[src/rtl/hilo_muldiv_unit_if.sv]
// Bus between the execute-stage controller and the HI/LO multiply/divide unit.
//
// Handshake: start is accepted only on an edge where busy is low; the unit then
// raises busy at that edge and holds it until the commit edge, after which done
// (and div_by_zero for a zero divisor) is high for exactly one cycle with the new
// HI/LO on hi/lo. Requests presented while busy is high are dropped, not queued.
interface hilo_muldiv_unit_if #(
    parameter int WIDTH = 32
);
    logic             start;
    logic [1:0]       op;
    logic [WIDTH-1:0] opA;
    logic [WIDTH-1:0] opB;
    logic             mthi;
    logic             mtlo;
    logic [WIDTH-1:0] wdata;
    logic             busy;
    logic             done;
    logic             div_by_zero;
    logic [WIDTH-1:0] hi;
    logic [WIDTH-1:0] lo;
    logic [1:0]       dbg_state;

    modport master (
        output start, op, opA, opB, mthi, mtlo, wdata,
        input  busy, done, div_by_zero, hi, lo, dbg_state
    );

    modport slave (
        input  start, op, opA, opB, mthi, mtlo, wdata,
        output busy, done, div_by_zero, hi, lo, dbg_state
    );
endinterface

[src/rtl/hilo_muldiv_unit.sv]
// Iterative mult/multu/div/divu unit owning the architectural HI/LO registers.
// Operands are reduced to magnitudes on acceptance, iterated for ITER cycles on
// a shared double-width accumulator, then sign-corrected and committed in FIX.
module hilo_muldiv_unit #(
    parameter int WIDTH = 32,
    parameter int ITER  = 32
) (
    input  logic               clock,
    input  logic               reset,
    hilo_muldiv_unit_if.slave  bus
);
    localparam int CW = $clog2(ITER);

    typedef enum logic [1:0] {
        S_IDLE = 2'd0,
        S_MUL  = 2'd1,
        S_DIV  = 2'd2,
        S_FIX  = 2'd3
    } state_t;

    state_t               r_state;
    state_t               w_next;
    logic                 r_is_div;
    logic                 r_sign_a;
    logic                 r_sign_b;
    logic [WIDTH-1:0]     r_a;
    logic [WIDTH-1:0]     r_b;
    logic [WIDTH-1:0]     r_orig_a;
    logic [CW-1:0]        r_cnt;
    logic [2*WIDTH-1:0]   r_acc;
    logic [WIDTH-1:0]     r_hi;
    logic [WIDTH-1:0]     r_lo;
    logic                 r_done;
    logic                 r_dbz;
    logic                 w_busy;

    // Operand magnitudes: only the signed ops (op[0] == 0) look at the sign bit.
    logic                 w_neg_a;
    logic                 w_neg_b;
    logic [WIDTH-1:0]     w_abs_a;
    logic [WIDTH-1:0]     w_abs_b;
    assign w_neg_a = !bus.op[0] && bus.opA[WIDTH-1];
    assign w_neg_b = !bus.op[0] && bus.opB[WIDTH-1];
    assign w_abs_a = w_neg_a ? -bus.opA : bus.opA;
    assign w_abs_b = w_neg_b ? -bus.opB : bus.opB;

    // Shift-add step: multiplier sits in the low half and shifts out as the
    // partial product grows into the high half.
    logic [WIDTH:0]       w_mul_sum;
    logic [2*WIDTH-1:0]   w_mul_next;
    assign w_mul_sum  = {1'b0, r_acc[2*WIDTH-1:WIDTH]} + (r_acc[0] ? {1'b0, r_a} : '0);
    assign w_mul_next = {w_mul_sum, r_acc[WIDTH-1:1]};

    // Restoring-division step: high half is the remainder, low half shifts the
    // dividend out while quotient bits shift in. The shifted remainder needs one
    // extra bit; after a successful subtract the result always fits in WIDTH.
    logic [WIDTH:0]       w_div_sh;
    logic                 w_div_ge;
    logic [WIDTH-1:0]     w_div_diff;
    logic [2*WIDTH-1:0]   w_div_next;
    assign w_div_sh   = {r_acc[2*WIDTH-1:WIDTH], r_acc[WIDTH-1]};
    assign w_div_ge   = w_div_sh >= {1'b0, r_b};
    assign w_div_diff = w_div_sh[WIDTH-1:0] - r_b;
    assign w_div_next = {(w_div_ge ? w_div_diff : w_div_sh[WIDTH-1:0]),
                         r_acc[WIDTH-2:0], w_div_ge};

    // Sign fixup applied in FIX. Unsigned ops carry cleared sign flags.
    logic                 w_b_zero;
    logic                 w_last;
    logic [2*WIDTH-1:0]   w_prod;
    logic [WIDTH-1:0]     w_quo;
    logic [WIDTH-1:0]     w_rem;
    assign w_b_zero = (r_b == '0);
    assign w_last   = (r_cnt == CW'(ITER - 1));
    assign w_prod   = (r_sign_a ^ r_sign_b) ? -r_acc : r_acc;
    assign w_quo    = (r_sign_a ^ r_sign_b) ? -r_acc[WIDTH-1:0] : r_acc[WIDTH-1:0];
    assign w_rem    = r_sign_a ? -r_acc[2*WIDTH-1:WIDTH] : r_acc[2*WIDTH-1:WIDTH];

    // State register.
    always_ff @(posedge clock) begin
        if (reset) begin
            r_state <= S_IDLE;
        end else begin
            r_state <= w_next;
        end
    end

    // Next-state and busy decode.
    always_comb begin
        w_next = r_state;
        w_busy = 1'b0;
        case (r_state)
            S_IDLE: begin
                if (bus.start) begin
                    w_next = bus.op[1] ? S_DIV : S_MUL;
                end
            end
            S_MUL: begin
                w_busy = 1'b1;
                if (w_last) begin
                    w_next = S_FIX;
                end
            end
            S_DIV: begin
                w_busy = 1'b1;
                if (w_last) begin
                    w_next = S_FIX;
                end
            end
            S_FIX: begin
                w_busy = 1'b1;
                w_next = S_IDLE;
            end
            default: w_next = S_IDLE;
        endcase
    end

    // Operand latch, iteration datapath, HI/LO commit and mthi/mtlo writes.
    always_ff @(posedge clock) begin
        if (reset) begin
            r_is_div <= 1'b0;
            r_sign_a <= 1'b0;
            r_sign_b <= 1'b0;
            r_a      <= '0;
            r_b      <= '0;
            r_orig_a <= '0;
            r_cnt    <= '0;
            r_acc    <= '0;
            r_hi     <= '0;
            r_lo     <= '0;
            r_done   <= 1'b0;
            r_dbz    <= 1'b0;
        end else begin
            r_done <= (r_state == S_FIX);
            r_dbz  <= (r_state == S_FIX) && r_is_div && w_b_zero;
            case (r_state)
                S_IDLE: begin
                    if (bus.start) begin
                        r_is_div <= bus.op[1];
                        r_sign_a <= w_neg_a;
                        r_sign_b <= w_neg_b;
                        r_a      <= w_abs_a;
                        r_b      <= w_abs_b;
                        r_orig_a <= bus.opA;
                        r_cnt    <= '0;
                        r_acc    <= bus.op[1] ? {{WIDTH{1'b0}}, w_abs_a}
                                              : {{WIDTH{1'b0}}, w_abs_b};
                    end else begin
                        if (bus.mthi) r_hi <= bus.wdata;
                        if (bus.mtlo) r_lo <= bus.wdata;
                    end
                end
                S_MUL: begin
                    r_acc <= w_mul_next;
                    r_cnt <= r_cnt + CW'(1);
                end
                S_DIV: begin
                    r_acc <= w_div_next;
                    r_cnt <= r_cnt + CW'(1);
                end
                S_FIX: begin
                    if (!r_is_div) begin
                        {r_hi, r_lo} <= w_prod;
                    end else if (w_b_zero) begin
                        r_hi <= r_orig_a;
                        r_lo <= '1;
                    end else begin
                        r_hi <= w_rem;
                        r_lo <= w_quo;
                    end
                end
                default: ;
            endcase
        end
    end

    assign bus.busy        = w_busy;
    assign bus.done        = r_done;
    assign bus.div_by_zero = r_dbz;
    assign bus.hi          = r_hi;
    assign bus.lo          = r_lo;
    assign bus.dbg_state   = r_state;
endmodule

[src/flat_wrapper.sv]
// flat-port wrapper written by rule: the top's interface ports become plain ports
module hilo_muldiv_unit_flat 
#(
    parameter int WIDTH = 32,
    parameter int ITER  = 32
)
  (clock, reset, bus_start, bus_op, bus_opA, bus_opB, bus_mthi, bus_mtlo, bus_wdata, bus_busy, bus_done, bus_div_by_zero, bus_hi, bus_lo, bus_dbg_state);
  hilo_muldiv_unit_if #(.WIDTH(WIDTH)) bus_i ();
  input  logic clock;
  input  logic reset;
  input wire logic [$bits(bus_i.start)-1:0] bus_start;
  input wire logic [$bits(bus_i.op)-1:0] bus_op;
  input wire logic [$bits(bus_i.opA)-1:0] bus_opA;
  input wire logic [$bits(bus_i.opB)-1:0] bus_opB;
  input wire logic [$bits(bus_i.mthi)-1:0] bus_mthi;
  input wire logic [$bits(bus_i.mtlo)-1:0] bus_mtlo;
  input wire logic [$bits(bus_i.wdata)-1:0] bus_wdata;
  output wire logic [$bits(bus_i.busy)-1:0] bus_busy;
  output wire logic [$bits(bus_i.done)-1:0] bus_done;
  output wire logic [$bits(bus_i.div_by_zero)-1:0] bus_div_by_zero;
  output wire logic [$bits(bus_i.hi)-1:0] bus_hi;
  output wire logic [$bits(bus_i.lo)-1:0] bus_lo;
  output wire logic [$bits(bus_i.dbg_state)-1:0] bus_dbg_state;
  assign bus_i.start = bus_start;
  assign bus_i.op = bus_op;
  assign bus_i.opA = bus_opA;
  assign bus_i.opB = bus_opB;
  assign bus_i.mthi = bus_mthi;
  assign bus_i.mtlo = bus_mtlo;
  assign bus_i.wdata = bus_wdata;
  assign bus_busy = bus_i.busy;
  assign bus_done = bus_i.done;
  assign bus_div_by_zero = bus_i.div_by_zero;
  assign bus_hi = bus_i.hi;
  assign bus_lo = bus_i.lo;
  assign bus_dbg_state = bus_i.dbg_state;
  hilo_muldiv_unit #(.WIDTH(WIDTH), .ITER(ITER)) u_core (.clock(clock), .reset(reset), .bus(bus_i));
endmodule
[config.mk]
export PLATFORM = sky130hd
export DESIGN_NAME = hilo_muldiv_unit_flat
export DESIGN_NICKNAME = d
export VERILOG_FILES = /design/src/rtl/hilo_muldiv_unit_if.sv /design/src/rtl/hilo_muldiv_unit.sv /design/src/flat_wrapper.sv
export SDC_FILE = /design/constraint.sdc
export NUM_CORES = 1
export LEC_CHECK = 0
export ABC_AREA = 0
export CORE_ASPECT_RATIO = 1.1
export CORE_UTILIZATION = 45
export CTS_CLUSTER_DIAMETER = 200
export DETAILED_ROUTE_END_ITERATION = 10
export GPL_TIMING_DRIVEN = 0
export PLACE_DENSITY = 0.75
export SETUP_SLACK_MARGIN = 0.2
export SLEW_MARGIN = 20
export SYNTH_ARGS = -nofsm -noshare
export SYNTH_HDL_FRONTEND = slang
export SYNTH_SLANG_ARGS = --single-unit
[constraint.sdc]
create_clock -name clock -period 9.6 [get_ports clock]
set_clock_uncertainty 0.2 [all_clocks]
set_input_delay 0.96 -clock clock [delete_from_list [all_inputs] [get_ports clock]]
set_output_delay 0.96 -clock clock [all_outputs]
set_load 0.01 [all_outputs]
==> impl_summary.log, run 1 <==
INFO  metric outcome = completed
INFO  metric finalMaxSlewViolations = 0
INFO  metric grt_first_pass_wirelength = 129 mm
INFO  metric grt_setup_unrepaired = no
INFO  metric power.density = 238 nW/um^2
INFO  metric leakagePower = 0.00823 uW
INFO  metric layout_setup_ws = 4.40 ns
INFO  metric cts-resized-gates = 0
INFO  metric overflow = 0
INFO  metric die-width = 192 microns
INFO  metric final_critical_path_share_of_the_clock_period = 0.542
INFO  metric drive_gt1_frac = 0.0351
INFO  metric buffers_on_ports = 170
INFO  metric setup_viol = 0
INFO  metric yosysSeqAreaShare = 0.263
INFO  metric switching_power = 2400 uW
INFO  metric core_footprint = 39200 sq um
INFO  metric ports = 172
INFO  metric internal_power = 2660 uW
INFO  metric critical_path.startpoint_type = register
INFO  metric cts-hold-fix-buffers = 0
INFO  metric final_net_count = 2811
INFO  metric largest_net_degree_at_the_start_of_global_routing = 15
INFO  metric antenna_left = 0
INFO  metric yosysWarningCount = 0
INFO  metric dp_cells = 3110
INFO  metric first_global_vias = 19471
INFO  metric critPathArrivalTime = 5.46 ns
INFO  metric initial_utilization = 0.457
INFO  metric detail_route.first_pass.iterations = 8
INFO  metric seqPwrFrac = 0.284
INFO  metric routed_wire_length_per_instance = 28.6 microns
INFO  metric timing_hold_violations_final = 0
INFO  metric die_area = 40600 sq um
INFO  metric timing_worst_setup_path_type = reg2reg
INFO  metric final.min_clock_period = 5.20 ns
INFO  metric clk_root_buffer_cell = sky130_fd_sc_hd__clkbuf_16
INFO  metric grt_usage = 0.435
INFO  metric dominant_register_cell_in_the_synthesized_netlist = sky130_fd_sc_hd__dfxtp_1
INFO  metric cts.htree.levels = 1
INFO  metric slew-limit-headroom = 0.177
INFO  metric pwr-share-comb = 0.497
INFO  metric total_negative_slack_for_setup_checks = 0 ns
INFO  metric maxCapViolCount = 0
INFO  metric path_clk_slew = 0.07 ns
INFO  metric post-cts-setup-buffer-count = 0
INFO  metric viasPerCell = 6.67
INFO  metric synth.lib_cells_used.distinct = 72
INFO  metric synthToLayoutAreaGrowth = 18.5%
INFO  metric vdd.ir_drop.worst = 0.000167 V
INFO  metric cts_tree = yes
INFO  metric layoutNonFillerInstCount = 3161
INFO  metric synth_area = 17900 sq um
INFO  metric clock_power_share = 0.218
INFO  metric post_place_setup_slack = 4.67 ns
INFO  metric critical_path.endpoint_type = register
INFO  metric die_y = 211 microns
INFO  metric num_vias = 21072
INFO  metric drt-total-wl = 90.4 mm
INFO  metric most_used_cells_in_the_layout_excluding_fill_and_tap_cells = sky130_fd_sc_hd__nand2_1, sky130_fd_sc_hd__nor2_1, sky130_fd_sc_hd__dfxtp_1, sky130_fd_sc_hd__a21oi_1, sky130_fd_sc_hd__clkbuf_1
INFO  metric mostFrequentLayoutCell = sky130_fd_sc_hd__nand2_1
INFO  metric detailed_place_hpwl = 72.6 mm
INFO  metric timing.hold.ws = 0.255 ns
INFO  metric hold_path.class = reg2reg
INFO  metric totalPowerFinal = 5050 uW
INFO  metric post_synth_inst_count = 2431
INFO  metric antenna_violations_before_repair = 2
INFO  metric clkLatencyLatePin = 0.60 ns
INFO  metric row_count = 76
INFO  metric yosys_register_bits = 235
INFO  metric synth_enable_flop_cells = 0
INFO  metric globalplace.congestion = 1.06
INFO  metric cp_max_fo = 10
INFO  metric synth_async_sr_flop_share = 0
INFO  metric numCtsBuffers = 27
INFO  metric drc = 0
INFO  metric cts-root-to-sink-buffers = 3
INFO  metric post_synth.cell_area_avg = 7.37 sq um
INFO  metric cts.sinks = 235
INFO  metric crit_required = 9.85 ns
INFO  metric initialDrtViolationCount = 2541
INFO  metric max_frequency = 192 MHz
INFO  metric syn-num-nets = 2610
INFO  metric tightestPinTransition = 1.23 ns
INFO  metric power.share.switching = 0.474
==> stage by stage <==
stage,utilization,cell area [sq um]
floorplan,-,17900
global placement,0.517,20200
detailed placement,0.518,20300
CTS,0.541,21200
global route,0.541,21200
finish,0.542,21200
==> path summary, 6_finish.rpt <==
path,startpoint,endpoint,slack [ns],cells past startpoint
max,u_core.r_acc[0],u_core.r_acc[62],4.40,13
min,u_core.r_a[22],u_core.r_a[22],0.26,2
max reg2reg,u_core.r_acc[0],u_core.r_acc[62],4.40,13
min reg2reg,u_core.r_a[22],u_core.r_a[22],0.26,2
==> cell usage after synthesis (5+ instances only) <==
master                        n  area share
sky130_fd_sc_hd__a2111oi_0    6      0.0029
sky130_fd_sc_hd__o21ai_0    126       0.035
sky130_fd_sc_hd__o2111ai_1    5      0.0024
sky130_fd_sc_hd__clkbuf_1   181       0.038
sky130_fd_sc_hd__and2_1      39       0.014
sky130_fd_sc_hd__and3_1      28      0.0098
sky130_fd_sc_hd__o211ai_1    33       0.014
sky130_fd_sc_hd__nor4_1      36       0.013
sky130_fd_sc_hd__o41ai_1     17      0.0083
sky130_fd_sc_hd__nand4_1     14      0.0049
sky130_fd_sc_hd__dfxtp_1    235        0.26
sky130_fd_sc_hd__nor3_1      68       0.019
sky130_fd_sc_hd__o31ai_1     25       0.010
sky130_fd_sc_hd__a41oi_1      8      0.0039
sky130_fd_sc_hd__nand3_1     40       0.011
sky130_fd_sc_hd__a221oi_1    11      0.0054
sky130_fd_sc_hd__buf_2        5      0.0014
sky130_fd_sc_hd__a22oi_1     42       0.018
sky130_fd_sc_hd__nor2b_1     19      0.0066
sky130_fd_sc_hd__nor2_1     245       0.051
sky130_fd_sc_hd__o21a_1      14      0.0059
sky130_fd_sc_hd__a21oi_1    222       0.062
sky130_fd_sc_hd__a311oi_1    10      0.0049
sky130_fd_sc_hd__a21o_1      39       0.016
sky130_fd_sc_hd__o22ai_1     21      0.0073
sky130_fd_sc_hd__nand2b_1    18      0.0063
sky130_fd_sc_hd__buf_1       16      0.0034
sky130_fd_sc_hd__inv_1       72       0.015
sky130_fd_sc_hd__nand2_1    246       0.052
sky130_fd_sc_hd__or4_1       20      0.0084
sky130_fd_sc_hd__xnor2_1     85       0.042
sky130_fd_sc_hd__o221ai_1     9      0.0044
sky130_fd_sc_hd__nand4b_1     5      0.0024
sky130_fd_sc_hd__or3_1       20      0.0070
sky130_fd_sc_hd__a211oi_1   105       0.044
sky130_fd_sc_hd__a221o_1     11      0.0061
sky130_fd_sc_hd__or2_2        7      0.0024
sky130_fd_sc_hd__o221a_2     15      0.0094
sky130_fd_sc_hd__a31oi_1     28      0.0098
sky130_fd_sc_hd__mux2i_1     48       0.027
sky130_fd_sc_hd__xor2_1      99       0.048
sky130_fd_sc_hd__a211o_1      6      0.0029
sky130_fd_sc_hd__ha_1        74       0.052
==> final cells by class <==
class	instances	area (sq um)
Antenna cell	2	5.00
Buffer	204	783
Clock buffer	38	787
Clock inverter	11	140
Fill cell	3893	18000
Inverter	74	278
Multi-Input combinational cell	1918	12200
Sequential cell	235	4700
Tap cell	507	634
Timing Repair Buffer	172	1710
==> registers in the layout, indices dropped and copies added, names as in the netlist <==
register / count
u_core.r_acc: 64
u_core.bus.hi: 32
u_core.bus.lo: 32
u_core.r_b: 32
u_core.r_orig_a: 32
u_core.r_a: 31
u_core.r_cnt: 5
u_core.bus.dbg_state: 2
u_core.bus.div_by_zero: 1
u_core.bus.done: 1
u_core.r_is_div: 1
u_core.r_sign_a: 1
u_core.r_sign_b: 1
==> cell families (layout without fill, tap and decap cells) <==
family,after synthesis,count (layout),share of synthesized area
AOI/OAI and AO/OA,784,784,0.290
xor gates and xnor gates,184,184,0.0900
adders and majority gates,76,76,0.0539
buffers and inverters,278,499,0.0592
DFF,235,235,0.263
muxes,49,49,0.0274
other,0,2,0
and+or+nand+nor,825,825,0.217
==> worst max-delay path: stages (launching register included) <==
cell                        delay, ns
sky130_fd_sc_hd__dfxtp_1         0.31
sky130_fd_sc_hd__clkbuf_1        0.51
sky130_fd_sc_hd__clkbuf_1        0.54
sky130_fd_sc_hd__nand2_1         0.26
sky130_fd_sc_hd__inv_1           0.11
sky130_fd_sc_hd__ha_1            0.24
sky130_fd_sc_hd__a211oi_1        0.35
sky130_fd_sc_hd__o211ai_1        0.25
sky130_fd_sc_hd__a41o_1          0.37
sky130_fd_sc_hd__a2111oi_1       0.94
sky130_fd_sc_hd__o21ai_0         0.30
sky130_fd_sc_hd__and3_1          0.22
sky130_fd_sc_hd__nor4_1          0.35
sky130_fd_sc_hd__nand2_1         0.10
==> power by group through the flow <==
stage               Clock, uW  Sequential [uW]  Combinational, uW
floorplan                   0             1370               1510
global placement            0             1430               2380
detailed placement          0             1440               2400
CTS                      1100             1420               2420
global route             1130             1450               2660
finish                   1100             1440               2510
==> routing by layer <==
metal	wire, microns	track usage
met1	33100	0.517
met2	39300	0.677
met3	9540	0.0927
met4	8340	0.344
met5	69	0
(Power assumes the default switching activity.)
==> run 2: changes to the inputs <==
--- a/config.mk
+++ b/config.mk
@@ -11,7 +11,7 @@
 export CTS_CLUSTER_DIAMETER = 200
 export DETAILED_ROUTE_END_ITERATION = 10
 export GPL_TIMING_DRIVEN = 0
-export PLACE_DENSITY = 0.75
+export PLACE_DENSITY = 0.78
 export SETUP_SLACK_MARGIN = 0.2
 export SLEW_MARGIN = 20
 export SYNTH_ARGS = -nofsm -noshare
==> constraint.sdc (replaced) <==
create_clock -name clock -period 4.5 [get_ports clock]
set_clock_uncertainty 0.2 [all_clocks]
set_input_delay 0.45 -clock clock [delete_from_list [all_inputs] [get_ports clock]]
set_output_delay 0.45 -clock clock [all_outputs]
set_load 0.01 [all_outputs]
==> impl_summary.log, run 2 (same netlist as run 1, synthesis figures left out) <==
INFO  metric initialDrtViolationCount = 2330 (-8.3%)
INFO  metric drive_gt1_frac = 0.0400 (+0.00489)
INFO  metric timing.hold.ws = 0.255 ns (-0.000265 ns)
INFO  metric maxCapViolCount = 0 (unchanged)
INFO  metric fill_cells = 3893 (unchanged)
INFO  metric layoutNonFillerInstCount = 3160 (-0.032%)
INFO  metric grt_usage = 0.430 (-0.00476)
INFO  metric pwr-share-comb = 0.493 (-0.004)
INFO  metric seqPwrFrac = 0.281 (-0.003)
INFO  metric vdd.ir_drop.worst = 0.000402 V (+140%)
INFO  metric timing_hold_violations_final = 0 (unchanged)
INFO  metric first_global_vias = 19293 (-0.91%)
INFO  metric critical_path.max_stage_delay = 0.55 ns (-0.39 ns)
INFO  metric globalplace.congestion = 1.08 (+1.2%)
INFO  metric clk_root_buffer_cell = sky130_fd_sc_hd__clkbuf_16
INFO  metric hold_path.class = reg2reg
INFO  metric row_count = 76 (unchanged)
INFO  metric timing_worst_setup_path_type = reg2reg
INFO  metric clkLatencyLatePin = 0.61 ns (about the same)
INFO  metric reg2reg_setup_slack = 0.18 ns (-4.21 ns)
INFO  metric leakagePower = 0.00828 uW (+0.59%)
INFO  metric detail_route.first_pass.iterations = 6 (-2)
INFO  metric numCtsBuffers = 28 (+3.7%)
INFO  metric core_footprint = 39200 sq um (unchanged)
INFO  metric crit_required = 4.75 ns (-5.10 ns)
INFO  metric drc = 0 (unchanged)
INFO  metric drt-total-wl = 89.0 mm (-1.5%)
INFO  metric top_register = u_core.r_acc
INFO  metric clock_power_share = 0.226 (+0.008)
INFO  metric buffers_on_ports = 170 (unchanged)
INFO  metric power.density = 511 nW/um^2 (+110%)
INFO  metric final_net_count = 2811 (unchanged)
INFO  metric internal_power = 5770 uW (+120%)
INFO  metric finalMaxSlewViolations = 0 (unchanged)
INFO  metric most_used_cells_in_the_layout_excluding_fill_and_tap_cells = sky130_fd_sc_hd__nand2_1, sky130_fd_sc_hd__nor2_1, sky130_fd_sc_hd__dfxtp_1, sky130_fd_sc_hd__a21oi_1, sky130_fd_sc_hd__clkbuf_1
INFO  metric cts.htree.levels = 1 (unchanged)
INFO  metric overflow = 0 (unchanged)
INFO  metric synthToLayoutAreaGrowth = 19.1%
INFO  metric critical_path.reg2reg.startpoint = u_core.r_b[21]
INFO  metric die_area = 40600 sq um (unchanged)
INFO  metric multiInputGateArea = 12200 sq um (+0.57%)
INFO  metric grt_first_pass_wirelength = 128 mm (-0.92%)
INFO  metric setup_viol = 0 (unchanged)
INFO  metric number_of_flip_flops_under_the_largest_register_name = 64 (unchanged)
INFO  metric outcome = completed
INFO  metric cp_cell_sequence = inv_1, ha_1, clkbuf_1, nand3_1, nor4_1, o311ai_2, a211o_1, clkbuf_1, nand2_1, clkbuf_4, mux2i_1, o21ai_0
INFO  metric timing.critical_path.slowest_stage_cell = sky130_fd_sc_hd__nor4_1
INFO  metric final.min_clock_period = 4.32 ns (-0.888 ns)
INFO  metric antenna_violations_before_repair = 0 (-2)
INFO  metric cts-root-to-sink-buffers = 3 (unchanged)
INFO  metric detailed_place_hpwl = 71.5 mm (-1.5%)
INFO  metric grt_setup_unrepaired = no
INFO  metric die_y = 211 microns (unchanged)
INFO  metric worst_path_most_repeated_cell = sky130_fd_sc_hd__clkbuf_1
INFO  metric max_frequency = 232 MHz (+21%)
INFO  metric cts.sinks = 235 (unchanged)
INFO  metric area.sequential = 4700 sq um (unchanged)
INFO  metric critPathArrivalTime = 4.57 ns (-0.89 ns)
INFO  metric hold-path-cell-count = 2 (unchanged)
INFO  metric ports = 172 (unchanged)
INFO  metric cts_tree = yes
INFO  metric path_clk_slew = 0.06 ns (about the same)
INFO  metric totalPowerFinal = 10900 uW (+120%)
INFO  metric critical_path.startpoint_type = register
INFO  metric worst_r2r_path_depth = 12 (-1)
INFO  metric total_negative_slack_for_setup_checks = 0 ns (unchanged)
INFO  metric slew-limit-headroom = 0.285 (+0.109)
INFO  metric num_antenna_cells = 0 (-2)
INFO  metric final_critical_path_share_of_the_clock_period = 0.959 (+0.417)
INFO  metric mostFrequentLayoutCell = sky130_fd_sc_hd__nand2_1
INFO  metric antenna_left = 0 (unchanged)
INFO  metric routed_wire_length_per_instance = 28.2 microns (-1.5%)
INFO  metric holdPathEnd = u_core.bus.hi[24]
INFO  metric initial_utilization = 0.457 (unchanged)
INFO  metric holdCritStartpoint = u_core.bus.hi[24]
INFO  metric power.share.switching = 0.471 (-0.00338)
INFO  metric largest_net_degree_at_the_start_of_global_routing = 16 (+1)
INFO  metric tightestPinTransition = 1.06 ns (-0.161 ns)
INFO  metric switching_power = 5130 uW (+110%)
INFO  metric critical_path.endpoint_type = register
INFO  metric cp_max_fo = 10 (unchanged)
INFO  metric worst_r2r_endpoint = u_core.r_acc[35]
INFO  metric die-width = 192 microns (unchanged)
INFO  metric num_vias = 20703 (-1.8%)
INFO  metric viasPerCell = 6.55 (-1.7%)
INFO  metric dp_cells = 3109 (-0.032%)
[run 2: area by class of cell]
cell class,instances,share of cell area
Buffer,204,0.0371
Clock buffer,37,0.0358
Clock inverter,14,0.0101
Inverter,74,0.0130
Multi-Input combinational cell,1918,0.574
Sequential cell,235,0.220
Tap cell,507,0.0297
Timing Repair Buffer,171,0.0801
[run 2: timing repair]
action | CTS | global route
setup buffers | 0 | 0
cloned | 0 | 0
hold buffers | 0 | 0
setup endpoints to repair | 31 | 24
resized for setup | 8 | 13
[run 2: critical path, delay by kind of cell, from the launching register on]
family	cells	cell delay, ns
AND/OR/NAND/NOR	3	1.15
multiplexers	1	0.25
adder cells (fa/ha/maj)	1	0.31
AO/OA/AOI/OAI	3	0.76
buffers and inverters	4	1.12
flip-flops	1	0.36
[run 2: how the worst max path moves through the flow]
stage | start | end | slack [ns] | cells after the start
floorplan | u_core.r_acc[0] | u_core.r_acc[60] | 1.07 | 13
global placement | u_core.r_acc[0] | u_core.r_acc[60] | -0.26 | 13
detailed placement | u_core.r_acc[0] | u_core.r_acc[60] | -0.31 | 13
CTS | u_core.r_acc[15] | u_core.bus.hi[2] | 0.20 | 10
global route | u_core.r_b[14] | u_core.r_acc[54] | 0.15 | 13
finish | u_core.r_b[21] | u_core.r_acc[35] | 0.18 | 12
[run 2: per-stage QoR]
stage | worst slack, ns | utilization | cell area, sq um
after floorplan | 1.07 | - | 17900
after global placement | -0.263 | 0.517 | 20200
after detailed placement | -0.312 | 0.518 | 20300
after CTS | 0.202 | 0.543 | 21300
after global routing | 0.148 | 0.545 | 21300
final | 0.183 | 0.545 | 21300
[run 2: routing by layer]
metal / wire length (microns) / track usage / vias up
met5: 0 / 0 / -
met2: 38900 / 0.676 / 1364
met3: 8700 / 0.0668 / 357
met4: 7950 / 0.328 / 0
li1: - / - / 9270
met1: 33500 / 0.526 / 9712
[run 2: power by group through the flow]
stage	clock network [uW]	logic (uW)	registers (uW)
after floorplan	0	3210	2930
after detailed placement	0	5140	3080
after CTS	2450	5160	3040
after global placement	0	5090	3060
final	2460	5380	3070
after global routing	2520	5720	3090
==> patch: new RTL, config.mk and constraints of run 2 <==
`ITER` is set to 32 in 2 places; all go to 16.
--- a/src/rtl/hilo_muldiv_unit.sv
+++ b/src/rtl/hilo_muldiv_unit.sv
@@ -4,5 +4,5 @@
 module hilo_muldiv_unit #(
     parameter int WIDTH = 32,
-    parameter int ITER  = 32
+    parameter int ITER  = 16
 ) (
     input  logic               clock,
--- a/src/flat_wrapper.sv
+++ b/src/flat_wrapper.sv
@@ -3,5 +3,5 @@
 #(
     parameter int WIDTH = 32,
-    parameter int ITER  = 32
+    parameter int ITER  = 16
 )
   (clock, reset, bus_start, bus_op, bus_opA, bus_opB, bus_mthi, bus_mtlo, bus_wdata, bus_busy, bus_done, bus_div_by_zero, bus_hi, bus_lo, bus_dbg_state);
Formal check against the unedited RTL: same outputs for any inputs over 4 cycles, from zero or initial values and one cycle with reset high; that may be too few to reach the edited logic, so the function may still have changed.
==> patch against run 2 <==
Critical path depth increased by 1; worst hold slack worse by 0.016 ns; wire length decreased by 10%; utilization rose by 0.18 points; design area fell by 2.4%; total power fell by 1.7%; sequential cell count decreased by 1; setup slack improved by 0.15 ns; synthesized area shrank 3.1%; largest cell class unchanged; highest routed layer is now met5.
==> patch: results <==
[timing]
hold_slack_ns = 0.239
postLayoutSetupSlackWorst_ns = 0.332
relSlewSlack_pct = 24.7

[grt]
grt_use_met3_pct = 6.73
antenna_found_initial = 2
grt_pass1_vias = 18500
grt_pass1_wl_um = 116000
grt_max_degree = 15
track_usage_pct = 39.3
met2_usage_pct = 60.4

[power]
ir_drop_v = 0.000340
intPower_mw = 5.75
leakage_nw = 7.97

[cells_and_area]
inv_count = 67
final-clk-cell-share_pct = 4.64
multi_input_comb_area_mm2 = 0.0118
fillers = 3717
buf_share_pct = 11.9
drive_above_1_share_pct = 4.54
final_nets = 2716
seq_cells = 234
clock_buffers = 31
nonClockBufferCount = 358
nMultiInputCombCells = 1850

[drt]
wl_met2_um = 34100
met1Wirelength_um = 30100
routed_wl_um = 80000
vias_per_cell = 6.50
drtIter0Drc = 2695
wl_met3_um = 8520
routed.top_layer = met5
dr.pass1.iters = 7

[run_status]
outcome = finished clean

[yosys]
yosys-top-cells-area = dfxtp_1 27%, a21oi_1 5.9%, nand2_1 5.8%, ha_1 5.3%, xnor2_1 5.2%
yosys.cell_types.count = 78
yosysWarningCount = 0
yosys.area_share.adder_pct = 5.49
synth_fp_nets = 2511
synth-xor-area-share_pct = 9.94
syn_inst = 2333
synthMuxAreaShare_pct = 3.41
synth_compound_area_share_pct = 28.3
synth.top_cells.by_count = 268 x nand2_1, 237 x nor2_1, 234 x dfxtp_1

[min_path]
min_from = u_core.bus.hi[29]
min_to = u_core.bus.hi[29]

[setup_path]
endpoint = u_core.r_acc[0]
r2r_slack_ns = 0.33
cpMaxStageDelayCell = dfxtp_1
reg2regPathDepth = 13
slowest_delay_ns = 0.72
crit_arrival_ns = 4.49

[place]
dp_slack_ns = -0.521
hpwl_um = 63800
io_buffers = 171
place_congestion = 1.05

[clocking]
cts_buffers = 27
worstSkewPairLatency_ns = 0.59
[patch: cell types whose count changed after synthesis, sizes merged, moves of 12 or more]
cell and change:
o21ai +34, o22ai -20, o221a -15, a21oi -17, clkbuf -21, nand2 +23
a21o +12, and3 -18, xnor2 +19, nand3 -13, nor3 -21
[patch: power groups by stage]
stage	registers, mW	logic, mW	clock network (mW)
6_report	3.04	5.21	2.47
4_1_cts	3.00	5.00	2.44
5_1_grt	3.06	5.53	2.51
2_1_floorplan	2.91	3.13	0
3_3_place_gp	3.03	4.87	0
3_5_place_dp	3.04	4.96	0
[patch: stage by stage]
stage          total power [mW]  cell area [um^2]
2_1_floorplan              6.03             17400
3_3_place_gp               7.90             19700
3_5_place_dp               8.00             19700
5_1_grt                    11.1             20800
4_1_cts                    10.4             20700
6_report                   10.7             20800
[patch: timing repair]
item	4_1_cts	5_1_grt
resized for setup	12	14
setup buffers	0	5
setup endpoints to repair	26	37
pin swaps	2	5
